==> src/rtl/catcore_pkg.sv <==
// Shared CatCore definitions: command characters, frame sizes, FSM encodings and the request struct.
package catcore_pkg;

    localparam logic [7:0] CMD_SEND_TX = 8'h40;  // "@"
    localparam logic [7:0] CMD_SHOOT   = 8'h41;  // "A"
    localparam logic [7:0] CMD_AES_KEY = 8'h42;  // "B"
    localparam logic [7:0] CMD_AES_PT  = 8'h43;  // "C"
    localparam logic [7:0] CMD_PRIV    = 8'h44;  // "D"
    localparam logic [7:0] CMD_DES     = 8'h47;  // "G"
    localparam logic [7:0] CMD_DEV_MEM = 8'h61;  // "a"

    localparam int unsigned CATCORE_FRAME_BYTES = 18;
    localparam int unsigned SHOOT_FRAME_BYTES   = 3;
    localparam int unsigned PAYLOAD_W           = 8 * (CATCORE_FRAME_BYTES - 2);
    localparam int unsigned LEN_W               = 5;

    typedef enum logic [1:0] {
        FRM_IDLE,
        FRM_BYTE,
        FRM_GAP,
        FRM_DONE
    } frm_state_e;

    typedef enum logic [1:0] {
        SER_IDLE,
        SER_START,
        SER_DATA,
        SER_STOP
    } ser_state_e;

    typedef struct packed {
        logic [7:0]           cmd;
        logic [PAYLOAD_W-1:0] payload;
        logic [LEN_W-1:0]     len;
    } frame_req_t;

    // Frames always carry both cmd copies, and never exceed the buffer.
    function automatic logic [LEN_W-1:0] clamp_len(input logic [LEN_W-1:0] len,
                                                   input int unsigned      max_len);
        if (len < LEN_W'(2)) begin
            return LEN_W'(2);
        end
        if (32'(len) > max_len) begin
            return LEN_W'(max_len);
        end
        return len;
    endfunction

endpackage

==> src/rtl/uart_tx_byte.sv <==
// 8N1 byte serialiser with its own bit timer; a start in the last stop cycle chains the next byte.
module uart_tx_byte
    import catcore_pkg::*;
#(
    parameter int unsigned CLKS_PER_BIT = 10752
) (
    input  logic       clk,
    input  logic       nreset,
    input  logic       start,
    input  logic [7:0] data,
    output logic       tx,
    output logic       busy,
    output logic       done_c
);

    localparam int unsigned     TW     = $clog2(CLKS_PER_BIT);
    localparam logic [TW-1:0]   T_LAST = TW'(CLKS_PER_BIT - 1);

    ser_state_e    state, state_n;
    logic [TW-1:0] timer, timer_n;
    logic [2:0]    bit_idx, bit_idx_n;
    logic [7:0]    shift, shift_n;
    logic          tx_n;
    logic          busy_n;
    logic          bit_end;

    assign bit_end = (timer == T_LAST);
    assign done_c  = (state == SER_STOP) && bit_end;

    always_ff @(posedge clk or negedge nreset) begin
        if (!nreset) begin
            state   <= SER_IDLE;
            timer   <= '0;
            bit_idx <= '0;
            shift   <= '0;
            tx      <= 1'b1;
            busy    <= 1'b0;
        end else begin
            state   <= state_n;
            timer   <= timer_n;
            bit_idx <= bit_idx_n;
            shift   <= shift_n;
            tx      <= tx_n;
            busy    <= busy_n;
        end
    end

    // Next-state and next-output logic; tx_n is the line level for the coming cycle.
    always_comb begin
        state_n   = state;
        timer_n   = timer;
        bit_idx_n = bit_idx;
        shift_n   = shift;
        tx_n      = tx;

        if (state != SER_IDLE) begin
            timer_n = bit_end ? '0 : TW'(timer + 1'b1);
        end

        case (state)
            SER_IDLE: begin
                if (start) begin
                    state_n = SER_START;
                    shift_n = data;
                    tx_n    = 1'b0;
                end
            end
            SER_START: begin
                if (bit_end) begin
                    state_n = SER_DATA;
                    tx_n    = shift[0];
                    shift_n = {1'b0, shift[7:1]};
                end
            end
            SER_DATA: begin
                if (bit_end) begin
                    if (bit_idx == 3'd7) begin
                        state_n   = SER_STOP;
                        bit_idx_n = '0;
                        tx_n      = 1'b1;
                    end else begin
                        bit_idx_n = 3'(bit_idx + 1'b1);
                        tx_n      = shift[0];
                        shift_n   = {1'b0, shift[7:1]};
                    end
                end
            end
            SER_STOP: begin
                if (bit_end) begin
                    if (start) begin
                        state_n = SER_START;
                        shift_n = data;
                        tx_n    = 1'b0;
                    end else begin
                        state_n = SER_IDLE;
                        tx_n    = 1'b1;
                    end
                end
            end
            default: begin
                state_n = SER_IDLE;
                tx_n    = 1'b1;
            end
        endcase

        busy_n = (state_n != SER_IDLE);
    end

endmodule

==> src/rtl/catcore_frame_tx.sv <==
// CatCore command-frame initiator: latches cmd/payload into a byte buffer and sends it 8N1
// with an idle-high gap after every byte. FRAME_BYTES may not exceed the 16-byte payload plus two cmds.
module catcore_frame_tx
    import catcore_pkg::*;
#(
    parameter int unsigned CLKS_PER_BIT = 10752,
    parameter int unsigned FRAME_BYTES  = CATCORE_FRAME_BYTES,
    parameter int unsigned GAP_BITS     = 2
) (
    input  logic                 clk,
    input  logic                 nreset,
    input  logic                 start,
    input  logic [7:0]           cmd,
    input  logic [PAYLOAD_W-1:0] payload,
    input  logic [LEN_W-1:0]     frame_len,
    output logic                 busy,
    output logic                 done,
    output logic                 tx
);

    localparam int unsigned   IDXW     = $clog2(FRAME_BYTES);
    localparam int unsigned   GAP_CLKS = GAP_BITS * CLKS_PER_BIT;
    localparam int unsigned   GW       = (GAP_CLKS > 1) ? $clog2(GAP_CLKS) : 1;
    localparam logic [GW-1:0] G_LAST   = GW'((GAP_CLKS > 0) ? GAP_CLKS - 1 : 0);

    frm_state_e      state, state_n;
    logic [IDXW-1:0] byte_idx, byte_idx_n;
    logic [IDXW-1:0] last_idx;
    logic [IDXW-1:0] next_idx;
    logic [GW-1:0]   gap_cnt, gap_cnt_n;
    logic            busy_n;
    logic            done_n;

    frame_req_t                       req_c;
    logic [LEN_W-1:0]                 len_c;
    logic [8*CATCORE_FRAME_BYTES-1:0] pay_ext;
    logic [7:0]                       load_buf  [FRAME_BYTES];
    logic [7:0]                       frame_buf [FRAME_BYTES];

    logic       accept_c;
    logic       last_byte_c;
    logic       ser_start_c;
    logic [7:0] ser_data_c;
    logic       ser_done_c;
    logic       ser_busy;

    assign req_c       = '{cmd: cmd, payload: payload, len: frame_len};
    assign len_c       = clamp_len(req_c.len, FRAME_BYTES);
    assign pay_ext     = {8'h00, req_c.payload, 8'h00};
    assign next_idx    = IDXW'(byte_idx + 1'b1);
    assign last_byte_c = (byte_idx == last_idx);
    assign accept_c    = start && ((state == FRM_IDLE) || (state == FRM_DONE)) && !ser_busy;

    // Byte k of the frame: cmd at both ends, payload byte k-1 in between.
    always_comb begin
        for (int unsigned k = 0; k < FRAME_BYTES; k++) begin
            if ((k == 0) || (k == 32'(len_c) - 32'd1)) begin
                load_buf[k] = req_c.cmd;
            end else begin
                load_buf[k] = pay_ext[8*k +: 8];
            end
        end
    end

    always_ff @(posedge clk or negedge nreset) begin
        if (!nreset) begin
            for (int unsigned k = 0; k < FRAME_BYTES; k++) begin
                frame_buf[k] <= '0;
            end
        end else if (accept_c) begin
            for (int unsigned k = 0; k < FRAME_BYTES; k++) begin
                frame_buf[k] <= load_buf[k];
            end
        end
    end

    always_ff @(posedge clk or negedge nreset) begin
        if (!nreset) begin
            state    <= FRM_IDLE;
            byte_idx <= '0;
            last_idx <= '0;
            gap_cnt  <= '0;
            busy     <= 1'b0;
            done     <= 1'b0;
        end else begin
            state    <= state_n;
            byte_idx <= byte_idx_n;
            gap_cnt  <= gap_cnt_n;
            busy     <= busy_n;
            done     <= done_n;
            if (accept_c) begin
                last_idx <= IDXW'(len_c - LEN_W'(1));
            end
        end
    end

    // Byte sequencing; the serialiser is kicked in the same cycle the previous byte/gap ends.
    always_comb begin
        state_n     = state;
        byte_idx_n  = byte_idx;
        gap_cnt_n   = gap_cnt;
        ser_start_c = 1'b0;
        ser_data_c  = frame_buf[next_idx];

        case (state)
            FRM_IDLE, FRM_DONE: begin
                state_n = FRM_IDLE;
                if (accept_c) begin
                    state_n     = FRM_BYTE;
                    byte_idx_n  = '0;
                    ser_start_c = 1'b1;
                    ser_data_c  = req_c.cmd;
                end
            end
            FRM_BYTE: begin
                if (ser_done_c) begin
                    if (GAP_BITS != 0) begin
                        state_n   = FRM_GAP;
                        gap_cnt_n = '0;
                    end else if (last_byte_c) begin
                        state_n    = FRM_DONE;
                        byte_idx_n = '0;
                    end else begin
                        byte_idx_n  = next_idx;
                        ser_start_c = 1'b1;
                    end
                end
            end
            FRM_GAP: begin
                if (gap_cnt == G_LAST) begin
                    gap_cnt_n = '0;
                    if (last_byte_c) begin
                        state_n    = FRM_DONE;
                        byte_idx_n = '0;
                    end else begin
                        state_n     = FRM_BYTE;
                        byte_idx_n  = next_idx;
                        ser_start_c = 1'b1;
                    end
                end else begin
                    gap_cnt_n = GW'(gap_cnt + 1'b1);
                end
            end
            default: begin
                state_n = FRM_IDLE;
            end
        endcase

        busy_n = (state_n == FRM_BYTE) || (state_n == FRM_GAP);
        done_n = (state_n == FRM_DONE);
    end

    uart_tx_byte #(
        .CLKS_PER_BIT(CLKS_PER_BIT)
    ) u_ser (
        .clk    (clk),
        .nreset (nreset),
        .start  (ser_start_c),
        .data   (ser_data_c),
        .tx     (tx),
        .busy   (ser_busy),
        .done_c (ser_done_c)
    );

endmodule
==> config.mk <==
export PLATFORM = sky130hd
export DESIGN_NAME = catcore_frame_tx
export DESIGN_NICKNAME = d
export VERILOG_FILES = /design/src/rtl/catcore_pkg.sv /design/src/rtl/uart_tx_byte.sv /design/src/rtl/catcore_frame_tx.sv
export SDC_FILE = /design/constraint.sdc
export NUM_CORES = 1
export LEC_CHECK = 0
export CORE_AREA = 2 2 152 154
export DETAILED_ROUTE_END_ITERATION = 7
export DIE_AREA = 0 0 154 156
export GPL_TIMING_DRIVEN = 0
export PLACE_DENSITY = 0.75
export SETUP_SLACK_MARGIN = 0.02
export SLEW_MARGIN = 40
export SYNTH_ARGS = -nofsm -noshare
export SYNTH_HDL_FRONTEND = slang
export SYNTH_HIERARCHICAL = 1
export SYNTH_SLANG_ARGS = --single-unit
==> constraint.sdc <==
create_clock -name clk -period 2.68 [get_ports clk]
set_input_delay 0.402 -clock clk [delete_from_list [all_inputs] [get_ports clk]]
set_output_delay 0.402 -clock clk [all_outputs]
set_load 0.02 [all_outputs]
==> flow_summary.json <==
{
  "final_nets": 1460,
  "path_class": "register to register",
  "root_buffer": "clkbuf_16",
  "rsz0062_at_grt": "yes",
  "max-cap-violations": 0,
  "slew_headroom": 0.488,
  "tns_ns": 0,
  "synth_edf_count": 0,
  "setup_viol": 0,
  "cp.required_ns": 3.07,
  "cp_max_fo": 10,
  "wl_per_cell_um": 20.8,
  "finClkSkew_ns": 0.0169,
  "clock-sinks": 202,
  "finalPower_uw": 6990,
  "grt_overflow": 0,
  "top_usage_layer": "met2",
  "p_leak_uw": 0.00626,
  "power_density_nw_per_um2": 493,
  "startpoint_type": "register",
  "port_buffers": 146,
  "synth_async_sr_flop_share": 1.00,
  "clk_latency_ns": 0.52,
  "drcViolationCount": 0,
  "grt_antenna_before_repair": 0,
  "clk_pin_slew_ns": 0.06,
  "numCtsBuffers": 23,
  "dpl.hpwl_mm": 23.6,
  "die_w_um": 154,
  "grt_first_pass_wirelength_mm": 51.6,
  "worstHoldPathType": "primary input to asynchronous set/reset pin",
  "end_kind": "register",
  "clockBufferDepth": 3,
  "slew_viol_final": 0,
  "area_delta_synth_final_pct": 29.5,
  "htreeDepth": 1,
  "drtPass1Iterations": 6,
  "place.gp.congestion": 0.920,
  "cts_tree": "built",
  "n_fill_cell": 1737,
  "tightest_slew_ns": 0.768,
  "drt_first_iter_violations": 842,
  "final_area_um2": 14200,
  "dieArea_um2": 24000,
  "final_antenna_net_count": 0,
  "met1_usage": 0.346,
  "ys_top_cells_by_area": "dfrtp_1, nand2_1, mux4_2, mux2i_1, o21ai_0",
  "synth_top_area_share": 0.459,
  "wirelength_mm": 33.3,
  "num_rows": 55,
  "via_per_inst": 6.04,
  "antennaDiodeCount": 0,
  "yosysTopAreaCell": "dfrtp_1",
  "irDropWorstVdd_v": 0.000338,
  "syn_area_um2": 11000,
  "grtUsageMet2": 0.460,
  "worst_slack_ns": 0.0271,
  "arrival_ns": 3.05,
  "fmax_mhz": 377,
  "ioPinCount": 147,
  "ys_seq_area_frac": 0.461,
  "fp.dieH_um": 156,
  "hold_violations": 0,
  "via_count": 9663,
  "grtUsageMet3": 0.0447,
  "grt_start_max_net_pins": 72,
  "fp.coreArea_um2": 22400,
  "yosys_warnings": 6,
  "start_util": 0.490,
  "holdWs_ns": 0.302,
  "avgSynthCellArea_um2": 9.94,
  "syn_nets": 1265,
  "ys_ff_latch": 202,
  "synthCells": 1103,
  "grt_pass1_vias": 9772,
  "preCtsSetupSlack_ns": -1.16,
  "synth.distinct_cells": 61,
  "place_area_um2": 12900,
  "period_minus_slack_ns": 2.65,
  "status": "complete, no violations",
  "drive_gt1_frac": 0.153,
  "final.period_utilization": 0.990,
  "grt_use_total": 0.273,
  "synth-main-ff-cell": "dfrtp_1"
}
metal layers:
| layer | part of all wire | up-vias |
|---|---|---|
| li1 | - | 4330 |
| met1 | 0.39 | 4749 |
| met2 | 0.49 | 470 |
| met3 | 0.072 | 114 |
| met4 | 0.049 | 0 |
| met5 | 0 | - |
path summary, 6_finish.rpt:
kind | start | end | slack (ns) | cells after the start
min reg2reg | u_ser/tx | u_ser/tx | 0.47 | 2
max in group asynchronous | nreset | frame_buf[120] | 1.51 | 4
min in group clk | payload[51] | frame_buf[83] | 0.44 | 3
max | byte_idx[0] | u_ser/shift[5] | 0.03 | 8
min | nreset | gap_cnt[4] | 0.30 | 2
max reg2reg | byte_idx[0] | u_ser/shift[5] | 0.03 | 8
power breakdown:
group | switching [µW] | internal, µW | leakage, µW
registers | 43.4 | 3120 | 0.00268
clock network | 1290 | 1910 | 0.000379
logic | 288 | 343 | 0.00319
total | 1620 | 5370 | 0.00626
metrics by stage:
stage,util,cells
6_report,0.634,1600
5_1_grt,0.634,1600
4_1_cts,0.626,1592
3_5_place_dp,0.576,1537
3_3_place_gp,0.572,1534
2_1_floorplan,-,1103
layout make-up:
type	instances	area [µm²]	share of cell area
well taps	285	357	0.0251
multi-input cells	794	5710	0.403
clock buffers	31	656	0.0462
clock inverters	11	114	0.00802
plain buffers	67	408	0.0287
flip-flops and latches	202	5060	0.356
repair buffers	171	1740	0.122
inverters	39	146	0.0103
synth_stat cells, drive strengths merged (2+ instances only):
master,instances
or3,10
mux2i,66
nor3b,4
a21boi,4
nor2b,8
buf,28
a31oi,3
nor4,3
nor4bb,2
o21ai,121
o21a,2
dfrtp,201
or4,3
mux2,21
xor2,18
nor2,48
o22ai,10
and2,11
nor3,12
and3,2
inv,39
o211ai,8
xnor2,16
mux4,32
nand2b,5
a21o,6
a21oi,25
a22oi,50
nand4,4
nand2,217
nand3,17
a2bb2oi,4
ha,18
clkbuf,42
o221ai,25
nand3b,4
critical path, cell delays in order (launching register included):
cell and delay [ns]:
dfrtp_2 0.45, ha_4 0.34, clkbuf_8 0.23, mux4_2 0.36, mux2i_2 0.21, o22ai_1 0.11, or3_1 0.31, mux2_2 0.27
mux2_2 0.27
timing repair:
action | in CTS | in global routing
resized for setup | 64 | 32
pin swaps | 13 | 3
setup endpoints to repair | 150 | 81
gates cloned | 0 | 2
endpoints found under the hold margin | 22 | 0
buffers inserted | 14 | 7
hold buffers | 1 | 0
layout by cell type, fill, tap and decap left out, types with 8 or more instances in the layout:
| cell | Yosys | layout |
|---|---|---|
| xnor2_1 | 15 | 15 |
| o211ai_1 | 8 | 8 |
| o221ai_1 | 25 | 25 |
| buf_4 | 1 | 22 |
| or3_1 | 10 | 9 |
| clkbuf_1 | 41 | 33 |
| nand3_1 | 12 | 12 |
| buf_2 | 17 | 10 |
| a22oi_1 | 50 | 50 |
| and2_1 | 11 | 9 |
| dfrtp_1 | 201 | 199 |
| o21ai_0 | 118 | 112 |
| mux2i_1 | 66 | 56 |
| ha_1 | 18 | 17 |
| clkdlybuf4s50_1 | 0 | 141 |
| mux2_2 | 21 | 21 |
| a21oi_1 | 24 | 24 |
| xor2_1 | 18 | 18 |
| mux4_2 | 32 | 32 |
| nor2_1 | 47 | 46 |
| inv_1 | 39 | 38 |
| mux2i_2 | 0 | 9 |
| o22ai_1 | 10 | 10 |
| clkbuf_16 | 0 | 23 |
| nor3_1 | 12 | 11 |
| nand2_1 | 217 | 217 |
sequential cells by signal, summed over array words and instances, names as in the netlist:
name and count:
frame_buf 144, gap_cnt 15, u_ser/timer 14, u_ser/shift 8, byte_idx 5, last_idx 5, u_ser/bit_idx 3, state 2
u_ser/state 2, busy 1, done 1, u_ser/busy 1, u_ser/tx 1
kinds of logic after synthesis:
group,synth area share
simple gates,0.148
compound gates,0.152
flops,0.461
mux,0.148
buf+inv,0.0411
xor+xnor,0.0289
fa+ha+maj,0.0206
Power figures use the tool's default switching activity.
